`config.mk`:
```
export PLATFORM = sky130hd
export DESIGN_NAME = traffic_normal_mode
export DESIGN_NICKNAME = d
export VERILOG_FILES = /design/src/rtl/traffic_normal_mode.sv
export SDC_FILE = /design/constraint.sdc
export NUM_CORES = 1
export LEC_CHECK = 0
export BUFFER_PORTS_ARGS = -buffer_cell sky130_fd_sc_hd__buf_2
export CAP_MARGIN = 10
export CORE_MARGIN = 5
export CORE_UTILIZATION = 46
export DETAILED_ROUTE_END_ITERATION = 10
export HOLD_SLACK_MARGIN = 0.15
export PLACE_DENSITY = 0.62
export SYNTH_ARGS = -nofsm -noshare
export SYNTH_HDL_FRONTEND = slang
export SYNTH_SLANG_ARGS = --single-unit
```
`constraint.sdc`:
```
create_clock -name clk -period 6.15 [get_ports clk]
set_clock_uncertainty 0.2 [all_clocks]
set_input_delay 0.615 -clock clk [delete_from_list [all_inputs] [get_ports clk]]
set_output_delay 0.615 -clock clk [all_outputs]
set_load 0.005 [all_outputs]
```
`src/rtl/traffic_normal_mode.sv`:
```
// traffic_normal_mode: two-lane signal sequencer with 1 s prescaler and shadowed durations.
// Optional IDLE_FLASH_EN: flashing yellow on both lanes while idle instead of steady red.
module traffic_normal_mode #(
  parameter int TICK_DIV   = 50000000,
  parameter int DEF_GREEN  = 25,
  parameter int DEF_YELLOW = 5,
  parameter int DEF_RED    = 30,
  parameter int MAX_TIME   = 99
) (
  input  logic       clk,
  input  logic       reset,
  input  logic       enable,
  input  logic [6:0] greenTime,
  input  logic [6:0] yellowTime,
  input  logic [6:0] redTime,
  output logic [2:0] light1,
  output logic [2:0] light2,
  output logic [6:0] timeLane1,
  output logic [6:0] timeLane2,
  output logic [2:0] state,
  output logic       tick
);
  typedef enum logic [2:0] {IDLE = 3'd0, G1R2 = 3'd1, Y1R2 = 3'd2, R1G2 = 3'd3, R1Y2 = 3'd4} state_t;
  localparam logic [2:0] LR = 3'b100, LY = 3'b010, LG = 3'b001;
`ifdef IDLE_FLASH_EN
  localparam bit FLASH = 1'b1;
`else
  localparam bit FLASH = 1'b0;
`endif
  localparam logic [2:0] IDLE_LAMP = FLASH ? LY : LR;
  state_t state_q, state_d;
  logic [2:0] light1_q, light1_d, light2_q, light2_d, flash_nxt;
  logic [6:0] time1_q, time1_d, time2_q, time2_d;
  logic [6:0] g_q, g_d, y_q, y_d, r_q, r_d, eg, ey, er;
  logic [31:0] cnt_q, cnt_d;
  logic active, tick_w, valid, ending_one, enter;
  assign active = state_q inside {G1R2, Y1R2, R1G2, R1Y2};
  assign tick_w = (active || FLASH) && cnt_q == 32'(TICK_DIV - 1);
  assign valid = greenTime != 7'd0 && yellowTime != 7'd0 &&
                 {1'b0, greenTime} + {1'b0, yellowTime} == {1'b0, redTime} && redTime <= 7'(MAX_TIME);
  assign eg = valid ? greenTime : 7'(DEF_GREEN);
  assign ey = valid ? yellowTime : 7'(DEF_YELLOW);
  assign er = valid ? redTime : 7'(DEF_RED);
  assign ending_one = (state_q == G1R2 || state_q == Y1R2) ? time1_q == 7'd1 : time2_q == 7'd1;
  assign flash_nxt = tick_w ? (light1_q == LY ? 3'b000 : LY) : light1_q;
  assign enter = enable && (state_q == IDLE || (state_q == R1Y2 && tick_w && ending_one));
  always_comb begin
    state_d = state_q;
    light1_d = light1_q;
    light2_d = light2_q;
    time1_d = time1_q;
    time2_d = time2_q;
    g_d = g_q;
    y_d = y_q;
    r_d = r_q;
    cnt_d = (active || FLASH) ? (tick_w ? 32'd0 : cnt_q + 32'd1) : 32'd0;
    if (state_q == IDLE && !enable) begin
      time1_d = '0;
      time2_d = '0;
      light1_d = FLASH ? flash_nxt : LR;
      light2_d = FLASH ? flash_nxt : LR;
    end else if (!active || !enable) begin
      state_d = IDLE;
      time1_d = '0;
      time2_d = '0;
      cnt_d = '0;
      light1_d = IDLE_LAMP;
      light2_d = IDLE_LAMP;
    end else if (tick_w && !ending_one) begin
      time1_d = time1_q - 7'd1;
      time2_d = time2_q - 7'd1;
    end else if (tick_w && state_q == G1R2) begin
      state_d = Y1R2;
      light1_d = LY;
      time1_d = y_q;
      time2_d = time2_q - 7'd1;
    end else if (tick_w && state_q == Y1R2) begin
      state_d = R1G2;
      light1_d = LR;
      light2_d = LG;
      time1_d = r_q;
      time2_d = g_q;
    end else if (tick_w && state_q == R1G2) begin
      state_d = R1Y2;
      light2_d = LY;
      time2_d = y_q;
      time1_d = time1_q - 7'd1;
    end
    // Shadow latch happens only here, so input edits mid-cycle wait for the next green entry
    if (enter) begin
      state_d = G1R2;
      light1_d = LG;
      light2_d = LR;
      g_d = eg;
      y_d = ey;
      r_d = er;
      time1_d = eg;
      time2_d = er;
      cnt_d = '0;
    end
  end
  always_ff @(posedge clk or posedge reset)
    if (reset) begin
      state_q <= IDLE;
      light1_q <= LR;
      light2_q <= LR;
      time1_q <= '0;
      time2_q <= '0;
      cnt_q <= '0;
      g_q <= 7'(DEF_GREEN);
      y_q <= 7'(DEF_YELLOW);
      r_q <= 7'(DEF_RED);
    end else begin
      state_q <= state_d;
      light1_q <= light1_d;
      light2_q <= light2_d;
      time1_q <= time1_d;
      time2_q <= time2_d;
      cnt_q <= cnt_d;
      g_q <= g_d;
      y_q <= y_d;
      r_q <= r_d;
    end
  assign state = state_q;
  assign light1 = light1_q;
  assign light2 = light2_q;
  assign timeLane1 = time1_q;
  assign timeLane2 = time2_q;
  assign tick = tick_w;
endmodule

```
==> results.yml <==
yosys:
  synthCells: 529
  ys_types: 60
  syn-cell-area_um2: 4620
  synthArstFlopShare_pct: 100
  yosysSeqAreaShare_pct: 41.4
  avgSynthCellArea_um2: 8.74
  synth_top_flop_cell: "dfrtp_1"
  synth_edf_count: 0
  syn-num-nets: 566
  synth-seq-cells: 76
  yosys_warnings: 0
cts:
  holdBufCountCts: 0
  clk_pin_slew_worst_paths_ns: 0.08
  cts_buffers: 9
  cts_resized: 0
  cts-root-buf: "clkbuf_8"
  max-clock-path-buffers: 2
  h-tree-depth: 3
  cts.sinks: 76
  cts_tree: "done"
  clock_latency_ns: 0.35
  post_cts_buffers: 0
worst_setup_path:
  arrival_ns: 3.32
  slowest_delay_ns: 0.80
  critPathMaxFanout: 26
  start_kind: "register"
  crit_chain: "nor4_2 > nand4_1 > nor3_1 > nand3_1 > a21oi_2 > o21ai_0 > o211ai_1"
  cpMaxStageDelayCell: "a21oi_2"
  path_class: "reg -> reg"
  required_ns: 6.22
  end_kind: "register"
run_status:
  status: "finished clean"
place:
  place_area_um2: 4990
  gp_congestion: 0.909
  hpwlAfterDp_mm: 9.47
  io_buffers: 47
  place_inst: 696
floorplan:
  die_area_um2: 12200
  die_h_um: 110
  coreArea_um2: 9770
  die_w_um: 110
  num_rows: 36
  io_pins: 48
  start_util_pct: 47.3
global_route:
  busiest_layer: "met1"
  grt.total_usage_pct: 22.3
  use_met3_pct: 5.24
  antenna_found_initial: 0
  grt_pass1_vias: 4002
  grt_util_met2_pct: 32.1
  grt_max_degree: 77
  overflow: 0
  grtUsageMet1_pct: 33.4
  grt_pass1_wl_mm: 20.9
layout:
  final_common_cell: "dfrtp_1"
  drive_gt1_share_pct: 15.7
  stdcell_count: 712
  syn_to_final_growth_pct: 13.3
  final_area_um2: 5240
  num-nets-final: 611
  diodes: 0
  post-route-util_pct: 53.6
  final_cell_mix: "dfrtp_1 (65), nand2_1 (64), nor2_1 (60), buf_2 (47), o21ai_0 (31)"
route:
  antenna_left: 0
  wire_per_inst_um: 18.0
  firstDrtPassIters: 7
  vias: 4236
  viasPerCell: 5.95
  routed_wl_mm: 12.8
  route.detailed.drc: 0
  drt_iter0_drc: 413
pwr:
  p_leak_nw: 2.28
  powerDensity_nw_per_um2: 327
  irDropWorstVdd_mv: 0.209
sta:
  setup_viol_count_final: 0
  rsz0062_at_grt: "false"
  fin_crit_sh_pct: 52.8
  tns_ns: 0
  hold_viol_final: 0
  period_minus_slack_ns: 3.25
  relSlewSlack_pct: 19.7
  max_freq_ghz: 0.308
  drv_slew: 0
  tightest_slew_ns: 1.19
min_path:
  min_path_type: "reg -> reg"
run:
  cap_violations: 0
## metal layers
metal / vias up / share of wire, %
li1: 2004 / -
met1: 2026 / 48
met2: 183 / 43
met3: 23 / 7.8
met4: 0 / 1.7
met5: - / 0
## report_power, final
group	internal (mW)	leakage, nW	switching, mW	total, mW
clock network	0.283	0.124	0.191	0.474
logic	0.191	1.15	0.348	0.540
registers	0.589	1.01	0.108	0.697
## synth_stat cells, drive strengths merged, types with 4 or more instances
library cell | count | area, µm²
a21oi | 20 | 104
inv | 17 | 63.8
a32oi | 4 | 35.0
clkbuf | 10 | 37.5
nor2 | 60 | 225
nand3 | 31 | 160
buf | 8 | 36.3
nor3 | 26 | 135
nand2b | 4 | 25.0
dfrtp | 65 | 1630
or4 | 4 | 33.8
nand2 | 64 | 240
nand4 | 15 | 93.8
ha | 12 | 150
a22oi | 4 | 30.0
or3 | 6 | 37.5
xor2 | 27 | 236
a211o | 7 | 61.3
nor4 | 14 | 115
nor2b | 8 | 50.1
a21o | 7 | 52.6
xnor2 | 19 | 166
dfstp | 11 | 289
and3 | 10 | 62.6
o221ai | 4 | 35.0
o21a | 6 | 45.0
o21ai | 33 | 169
## final timing paths
check	endpoint	start	cells after the start	slack, ns
max in group asynchronous	g_q[5]	reset	3	4.76
max reg2reg	timeLane2[1]	cnt_q[8]	7	2.90
min reg2reg	light1[1]	light1[1]	2	0.27
max	timeLane2[1]	cnt_q[8]	7	2.90
min	light1[1]	light1[1]	2	0.27
min in group asynchronous	timeLane2[2]	reset	3	0.33
## metrics by stage
stage	hold WS, ns	setup slack (ns)	total power [mW]
finish	0.275	2.90	1.71
global placement	0.253	2.72	1.23
global route	0.292	2.55	1.82
floorplan	0.239	3.11	1.04
CTS	0.275	2.92	1.71
detailed placement	0.262	2.69	1.23
## worst max-delay path, delay by kind of cell (launching register included)
family             cells  cell delay [ns]
AOI/OAI and AO/OA      3             1.32
and+or+nand+nor        4             1.21
DFF                    1             0.44
## state kept, by name, indices dropped and copies added (netlist names)
name       count
timeLane1      7
cnt_q         32
g_q            7
state          3
light1         3
y_q            7
r_q            7
timeLane2      7
light2         3
## layout make-up
type	instances	area, µm²
Clock buffer	11	141
Timing Repair Buffer	52	273
Multi-Input combinational cell	418	2570
Fill cell	928	4540
Sequential cell	76	1920
Tap cell	133	166
Inverter	17	63.8
Clock inverter	5	108
## kinds of logic after synthesis
family,Yosys count,synth area share (%)
buf+inv,35,2.98
fa+ha+maj,13,3.68
compound gates,109,16.1
xor+xnor,46,8.71
flops,76,41.4
simple gates,250,27.1
Power figures use the tool's default switching activity.
